==> config.mk <==
export PLATFORM = sky130hd
export DESIGN_NAME = rv32i_core_sequencer
export DESIGN_NICKNAME = d
export VERILOG_FILES = /design/src/rtl/rv32i_core_sequencer.sv
export SDC_FILE = /design/constraint.sdc
export NUM_CORES = 1
export LEC_CHECK = 0
export ABC_AREA = 0
export CAP_MARGIN = 20
export CORE_MARGIN = 2
export CORE_UTILIZATION = 40
export CTS_CLUSTER_DIAMETER = 40
export DETAILED_ROUTE_END_ITERATION = 7
export PLACE_DENSITY = 0.7
export SLEW_MARGIN = 10
export SYNTH_ARGS = -nofsm -noshare
export SYNTH_HDL_FRONTEND = slang
export SYNTH_SLANG_ARGS = --single-unit
export TNS_END_PERCENT = 50
==> constraint.sdc <==
create_clock -name clk -period 2.85 [get_ports clk]
set_clock_uncertainty 0.15 [all_clocks]
set_input_delay 0.285 -clock clk [delete_from_list [all_inputs] [get_ports clk]]
set_output_delay 0.285 -clock clk [all_outputs]
set_load 0.01 [all_outputs]
==> src/rtl/rv32i_core_sequencer.sv <==
// Multi-cycle control FSM for the RV32I core: sequences fetch/decode/execute/memory/writeback,
// owns the PC, the single-port memory handshake, register-file write enable and instret.
module rv32i_core_sequencer #(
    parameter logic [31:0] RESET_PC = 32'h0000_0000,
    parameter int          TIMEOUT  = 255
) (
    input  logic        clk,
    input  logic        rst,
    input  logic [6:0]  opcode,
    input  logic [31:0] imm,
    input  logic [31:0] alu_result,
    input  logic        br_taken,
    input  logic        mem_ack,
    output logic        mem_req,
    output logic        mem_we,
    output logic        mem_addr_sel,
    output logic        ir_we,
    output logic        rf_we,
    output logic [1:0]  wb_sel,
    output logic [31:0] pc,
    output logic [31:0] instret,
    output logic        halted,
    output logic [1:0]  err_code
);

    localparam logic [6:0] OP_LUI    = 7'b0110111;
    localparam logic [6:0] OP_AUIPC  = 7'b0010111;
    localparam logic [6:0] OP_JAL    = 7'b1101111;
    localparam logic [6:0] OP_JALR   = 7'b1100111;
    localparam logic [6:0] OP_BRANCH = 7'b1100011;
    localparam logic [6:0] OP_LOAD   = 7'b0000011;
    localparam logic [6:0] OP_STORE  = 7'b0100011;
    localparam logic [6:0] OP_OPIMM  = 7'b0010011;
    localparam logic [6:0] OP_OP     = 7'b0110011;
    localparam logic [6:0] OP_FENCE  = 7'b0001111;
    localparam logic [6:0] OP_SYSTEM = 7'b1110011;

    localparam int CNT_W = (TIMEOUT < 2) ? 1 : $clog2(TIMEOUT + 1);
    localparam logic [CNT_W-1:0] WAIT_LAST = CNT_W'(TIMEOUT - 1);

    typedef enum logic [2:0] {
        S_FETCH, S_DECODE, S_EXEC, S_MEM, S_WB, S_HALT
    } state_t;

    state_t           state;
    logic [CNT_W-1:0] wait_cnt;
    logic [31:0]      target_q;
    logic             started;   // low for the cycle after reset so strobes stay quiet
    logic             active;
    logic             is_legal;
    logic             is_jump;
    logic             redirect;
    logic             misaligned;
    logic [31:0]      pc_plus4;
    logic [31:0]      target;

    // NOTE: every signal gets a default before the case so no latch is inferred.
    always_comb begin
        is_legal = 1'b0;
        target   = pc_plus4;
        case (opcode)
            OP_LUI, OP_AUIPC, OP_LOAD, OP_STORE, OP_OPIMM,
            OP_OP, OP_FENCE, OP_SYSTEM: is_legal = 1'b1;
            OP_JAL: begin
                is_legal = 1'b1;
                target   = pc + imm;
            end
            OP_JALR: begin
                is_legal = 1'b1;
                target   = alu_result & ~32'd1;
            end
            OP_BRANCH: begin
                is_legal = 1'b1;
                target   = br_taken ? pc + imm : pc_plus4;
            end
            default: ;
        endcase
    end

    assign pc_plus4   = pc + 32'd4;
    assign is_jump    = (opcode == OP_JAL) || (opcode == OP_JALR);
    assign redirect   = is_jump || ((opcode == OP_BRANCH) && br_taken);
    assign misaligned = redirect && (target[1:0] != 2'b00);

    // Strobes come straight from the registered state, gated by reset and the startup cycle.
    assign active       = started && !rst;
    assign mem_req      = active && ((state == S_FETCH) || (state == S_MEM));
    assign mem_we       = active && (state == S_MEM) && (opcode == OP_STORE);
    assign mem_addr_sel = (state == S_MEM);
    assign ir_we        = active && (state == S_FETCH) && mem_ack;
    assign rf_we        = active && (state == S_WB);
    assign halted       = (state == S_HALT);
    assign wb_sel       = (opcode == OP_LOAD) ? 2'd1 : (is_jump ? 2'd2 : 2'd0);

    // NOTE: sequential state uses non-blocking assignments only.
    always_ff @(posedge clk) begin
        if (rst) begin
            state    <= S_FETCH;
            pc       <= RESET_PC;
            instret  <= 32'd0;
            err_code <= 2'd0;
            wait_cnt <= '0;
            target_q <= 32'd0;
            started  <= 1'b0;
        end else begin
            started <= 1'b1;
            case (state)
                S_FETCH, S_MEM: begin
                    if (started) begin
                        if (mem_ack) begin
                            wait_cnt <= '0;
                            if (state == S_FETCH) begin
                                state <= S_DECODE;
                            end else if (opcode == OP_STORE) begin
                                pc      <= pc_plus4;
                                instret <= instret + 32'd1;
                                state   <= S_FETCH;
                            end else begin
                                state <= S_WB;
                            end
                        end else if (wait_cnt == WAIT_LAST) begin
                            wait_cnt <= '0;
                            err_code <= 2'd2;
                            state    <= S_HALT;
                        end else begin
                            wait_cnt <= wait_cnt + CNT_W'(1);
                        end
                    end
                end
                S_DECODE: begin
                    if (is_legal) begin
                        state <= S_EXEC;
                    end else begin
                        err_code <= 2'd1;
                        state    <= S_HALT;
                    end
                end
                S_EXEC: begin
                    target_q <= target;
                    if (misaligned) begin
                        err_code <= 2'd3;
                        state    <= S_HALT;
                    end else if ((opcode == OP_LOAD) || (opcode == OP_STORE)) begin
                        state <= S_MEM;
                    end else if ((opcode == OP_BRANCH) || (opcode == OP_FENCE)) begin
                        pc      <= target;
                        instret <= instret + 32'd1;
                        state   <= S_FETCH;
                    end else if (opcode == OP_SYSTEM) begin
                        err_code <= 2'd0;
                        state    <= S_HALT;
                    end else begin
                        state <= S_WB;
                    end
                end
                S_WB: begin
                    pc      <= is_jump ? target_q : pc_plus4;
                    instret <= instret + 32'd1;
                    state   <= S_FETCH;
                end
                default: state <= S_HALT;
            endcase
        end
    end

endmodule
# Word-level counts from Yosys, hierarchy flattened
# Cells that the tools add are included.
# op_classes
add_sub_neg	4
mul	0
n_div	0
magnitude_cmp	0
eq_ne	31
shifts	0
n_mux	45
bitwise	0
reduce_logical	25
# ops
op	n
two-way mux 32 bit	16
one-hot mux 32 bit (3 select lines)	3
adder 32 x 1 -> 32 bit (second input constant)	1
adder 32 x 3 -> 32 bit (second input constant)	1
adder 32 bit	1
== test 7 bit (second input constant)	4
two-way mux 3 bit	9
== test 7 x 6 -> 1 bit (second input constant)	3
two-way mux 2 bit	10
inequality test 2 bit (second input constant)	10
two-way mux 8 bit	2
AND reduction 8 bit	2
== test 7 x 5 -> 1 bit (second input constant)	2
inequality test 3 bit (second input constant)	4
one-hot mux 3 bit (4 select lines)	1
OR reduction 11 bit	1
logical AND 1 bit	9
adder 8 x 1 -> 8 bit (second input constant)	1
== test 8 bit (second input constant)	1
== test 7 x 2 -> 1 bit (second input constant)	1
== test 7 x 4 -> 1 bit (second input constant)	1
== test 3 x 2 -> 1 bit (second input constant)	2
== test 3 bit (second input constant)	2
one-hot mux 2 bit (3 select lines)	1
other kinds (9)	17
# word_totals
regBits	110
latchBits	0
ram_bits	0
romBits	0
output_inout_bits	74
wordCells	112
memories	0

# Longest topological paths before layout
# depth
word_depth	7
ltp_mapped	12

# Worst setup path after synthesis
# OpenSTA, ideal clock, no wires.
# synth_timing
path_kind	flip-flop to flip-flop
start	register pc[0]
end	register pc[20]
setup_ps	116
arrival_ps	2715
required_ps	2584
path_slack_ps	-131
stages_incl_launch_ff	13
path_buffers	0
synth_period_minus_slack_ps	2981
path_cell_list	dfxtp_1 -> ha_1 -> inv_1 -> fa_1 -> nor2b_1 -> o2111a_1 -> o21ai_0 -> a2111oi_0 -> nor2_1 -> xnor2_1 -> a222oi_1 -> o221ai_1 -> o211a_1
# synth_between
elab_chain_len	7
# synth_rtl
element	line_no	rtl
start, declared	20	output logic [31:0] pc,
start signal, assigned	115	pc <= pc_plus4;
start signal, assigned	146	pc <= target;
start signal, assigned	157	pc <= is_jump ? target_q : pc_plus4;
adder 32 x 3 -> 32 bit or adder 32 bit (tied branches)	80, 66, 74	
two-way mux 32 bit	74	target = br_taken ? pc + imm : pc_plus4;
one-hot mux 32 bit (3 select lines)	61	case (opcode)
two-way mux 32 bit or nonzero test 2 bit (tied branches)	145, 83	
two-way mux 32 bit or logical AND 1 bit (tied branches)	143, 83	
two-way mux 32 bit or inequality test 2 bit (tied branches)	--	
one-hot mux 32 bit (3 select lines) or AND reduction 8 bit (tied branches)	--	
# Parallel ways exist; a longest one is shown, timed or not. The select of a mux whose other input is x is not followed.
# A chain may end at the register's enable or synchronous reset.

# Worst setup path in the final report
# Ends and elaborated chain as after synthesis.

==> metrics <==
Crit Path Max Fanout 3; Worst Setup Start Kind register; drt via density around 5.7; initial antenna violation count 0; gr ovfl total 0; Cell Count, Final, Fillers Out roughly 1600; top_reg_cell synth dfxtp_1; clock buffer count from CTS 9; DP Wirelength between 15000 and 20000 um; Setup crit end kind register; GP Congestion ~0.9; critical path launch point pc[0]$_SDFFE_PP0P_; syn nets approximately 1200; Area Overhead vs Synth 47.44%; largest net degree at the start of global routing 67; crit path time final 2.901 ns; die area 20600 um^2; Max Cap Violations 0; drt first pass iters 5; vias in the first global route 8653; die height ~140 um; Worst-path clk slew 0.08 ns; leakage 0.004680 uW; r2r worst-path depth 12; worst hold path type in2reg; initial DRC count 747; sequential fraction of the synthesis area 28.27%; Final Hold Fails 0; clk root buf clkbuf_16; Crit Reg-Reg Startpoint pc[0]$_SDFFE_PP0P_; Clock Tree Buf Depth 2; Syn Area/Cell 7.460 um^2; flip-flop and latch count after synthesis 110; H-Tree Depth 3; FF-to-FF End pc[20]$_SDFFE_PP0P_; core area 19270 um^2; asr flop ratio synth 0%; final setup fails 3; WS Path Type reg2reg; share of post-route cells with drive strength above 1 20.48%; Crit path arrival time 3.00 ns; n_diodes 0; final instance area 11480 um^2; grt met2 use 43.91%; worst skew pair latency 0.36 ns; Remaining DRCs 0; area of the multi-input gates 5595 um^2; Initial Util 40.42%; CTS tree yes; mapped cell area 7789 um^2; Slew @ Worst Pin a little over 0.8 ns; Antenna Nets Post-Route 0; final slew viol count 0; DR vias ~9200; CP Data Required Time 2.95 ns; WL/cell 17.75 um; Post-synth EDFFs 0; Storage cell area roughly 2200 um^2; GRT Total Usage 26.41%; Critical Path Sink pc[20]$_SDFFE_PP0P_; cell count after synthesis 1044; post-route core utilization 59.59%; Worst slew margin 44.90%; worst setup margin -0.05136 ns; Fillers 1806; Tcrit/Tclk final 101.8%; Post-Route WL roughly 28000 um; io pins 149; busiest grt layer met2; failing checks setup timing; die span in x 143.5 um; worst hold slack 0.1025 ns; flop2flop setup slack -0.05 ns; Synth cell types 72; CTS sink count 110; PwrDens 619.3 nW/um^2; met3 track demand over resource 4.365%; unrepaired setup endpoints after global routing true; FP Rows 51; fin nets 1439; Max IR drop VDD 0.0003337 V; met1 global-route usage 34.01%; first-pass GRT wire length 43480 um; status finished with violations; # port buffers about 150; fmax 344.7 MHz; placed cell count between 1500 and 2000; Yosys warning count 0; Placed Instance Area approximately 11000 um^2
## sequential cells by signal, indices dropped and copies added (netlist names)
register and cells:
state 3, started 1, err_code 2, instret 32, pc 32, wait_cnt 8, target_q 32
## Yosys cell counts (5+ instances only)
cell type | number | area, um^2
nor2_1 | 106 | 397.9
a222oi_1 | 5 | 50.05
o31ai_1 | 6 | 45.04
buf_1 | 5 | 18.77
nor4_1 | 5 | 31.28
a21o_1 | 11 | 82.58
nor3_1 | 15 | 75.07
nand2b_1 | 6 | 37.54
mux2i_1 | 5 | 50.05
o221ai_1 | 7 | 61.31
clkbuf_1 | 42 | 157.7
and4_1 | 6 | 52.55
a221oi_1 | 16 | 140.1
xor2_1 | 45 | 394.1
and3_1 | 15 | 93.84
a22oi_1 | 13 | 97.59
buf_2 | 9 | 45.04
or3_1 | 9 | 56.30
nand4_1 | 23 | 143.9
a211oi_1 | 10 | 75.07
inv_1 | 27 | 101.4
o211ai_1 | 5 | 37.54
xnor2_1 | 37 | 324.1
o21a_1 | 7 | 52.55
o21ai_0 | 89 | 445.4
and2_1 | 13 | 81.33
a22o_1 | 5 | 43.79
ha_1 | 35 | 437.9
o21bai_1 | 7 | 52.55
nand3_1 | 29 | 145.1
a21oi_1 | 107 | 535.5
nor2b_1 | 10 | 62.56
nand2_1 | 128 | 480.5
dfxtp_1 | 110 | 2202
a31oi_1 | 13 | 81.33
## layer usage
layer  wire, um  vias up  part of all wire (%)
li1           -     4369                     -
met1      11800     4310                    42
met2      13390      417                    47
met3       2185       65                   7.7
met4        988        0                   3.5
met5          0        -                     0
## what timing repair did
item                                    4_1_cts  5_1_grt
gates resized for setup                      24       60
hold buffers                                  0        0
cloned                                        0        3
pin swaps                                    13       29
setup buffers                                11       11
endpoints found under the setup margin       48       55
## where the power goes
| part | switching, uW | internal (uW) | total, uW |
|---|---|---|---|
| combinational | 1980 | 1890 | 3870 |
| sequential | 177 | 1710 | 1890 |
| clock | 638 | 715 | 1350 |
| total | 2800 | 4310 | 7110 |
## worst max-delay path, cell delays in order (launching register included)
cell and delay (ns):
dfxtp_4 0.36, ha_4 0.13, inv_2 0.04, fa_2 0.36, nor2b_4 0.14, o2111a_2 0.25, o21ai_4 0.10, a2111oi_4 0.41
nor2_1 0.09, xnor2_1 0.14, a222oi_1 0.32, o221ai_1 0.16, o211a_1 0.14
## area by class of cell
class | count | area share (%)
multi-input combinational | 851 | 48.73
timing repair buffer | 329 | 25.60
sequential | 110 | 19.23
tap | 265 | 2.887
clock buffer | 10 | 2.081
inverter | 27 | 0.8825
clock inverter | 6 | 0.5884
## cells by family (layout without fill, tap and decap cells)
kind of cell / count (synthesis) / after routing / synth area share (%)
XOR/XNOR: 82 / 82 / 9.221
buffers and inverters: 84 / 372 / 4.241
multiplexers: 5 / 5 / 0.6426
flip-flops: 110 / 110 / 28.27
adder cells (fa/ha/maj): 36 / 36 / 5.880
AND/OR/NAND/NOR: 390 / 391 / 24.64
AO/OA/AOI/OAI: 337 / 337 / 27.10
## worst min path at each step
stage,from,slack [ns],cells after the start,end
2_1_floorplan,target_q[12]$_SDFFE_PP0P_,0.29,2,target_q[12]$_SDFFE_PP0P_
3_3_place_gp,target_q[8]$_SDFFE_PP0P_,0.29,2,target_q[8]$_SDFFE_PP0P_
3_5_place_dp,target_q[18]$_SDFFE_PP0P_,0.30,2,target_q[18]$_SDFFE_PP0P_
4_1_cts,rst,0.09,2,started$_DFF_P_
5_1_grt,rst,0.11,4,target_q[31]$_SDFFE_PP0P_
6_report,rst,0.10,2,started$_DFF_P_
## metrics by stage
| stage | power (uW) | TNS [ns] | setup slack (ns) |
|---|---|---|---|
| CTS | 6807 | 0 | 0.003826 |
| global placement | 5330 | -30.75 | -0.6930 |
| floorplan | 3794 | 0 | 0.01030 |
| detailed placement | 5367 | -35.96 | -0.7766 |
| finish | 7111 | -0.1085 | -0.05136 |
| global route | 7532 | -1.439 | -0.2115 |
## cell usage in the layout, fill, tap and decap left out, types with 5 or more instances in the layout
cell type        count
o21ai_2              6
a222oi_1             5
and3_1              14
a21oi_2              6
or3_1                9
a31oi_1             12
nor2_1             103
ha_1                31
inv_1               26
buf_6                5
mux2i_1              5
a221oi_1            14
o211ai_1             5
buf_4              170
and2_1              13
xor2_1              44
o21a_1               7
a22o_1               5
a211oi_1             8
a22oi_1             13
o21ai_0             81
clkbuf_16           10
a21o_1              11
o221ai_1             7
clkdlybuf4s50_1    143
nor2b_1              7
a21oi_1            101
xnor2_1             36
nand4_1             23
o21bai_1             7
nand3_1             25
o31ai_1              5
nand2b_1             6
dfxtp_1            107
nand2_1            127
o21ai_1              5
nor3_1              12
Note: power is estimated with default switching activity, not from simulation.
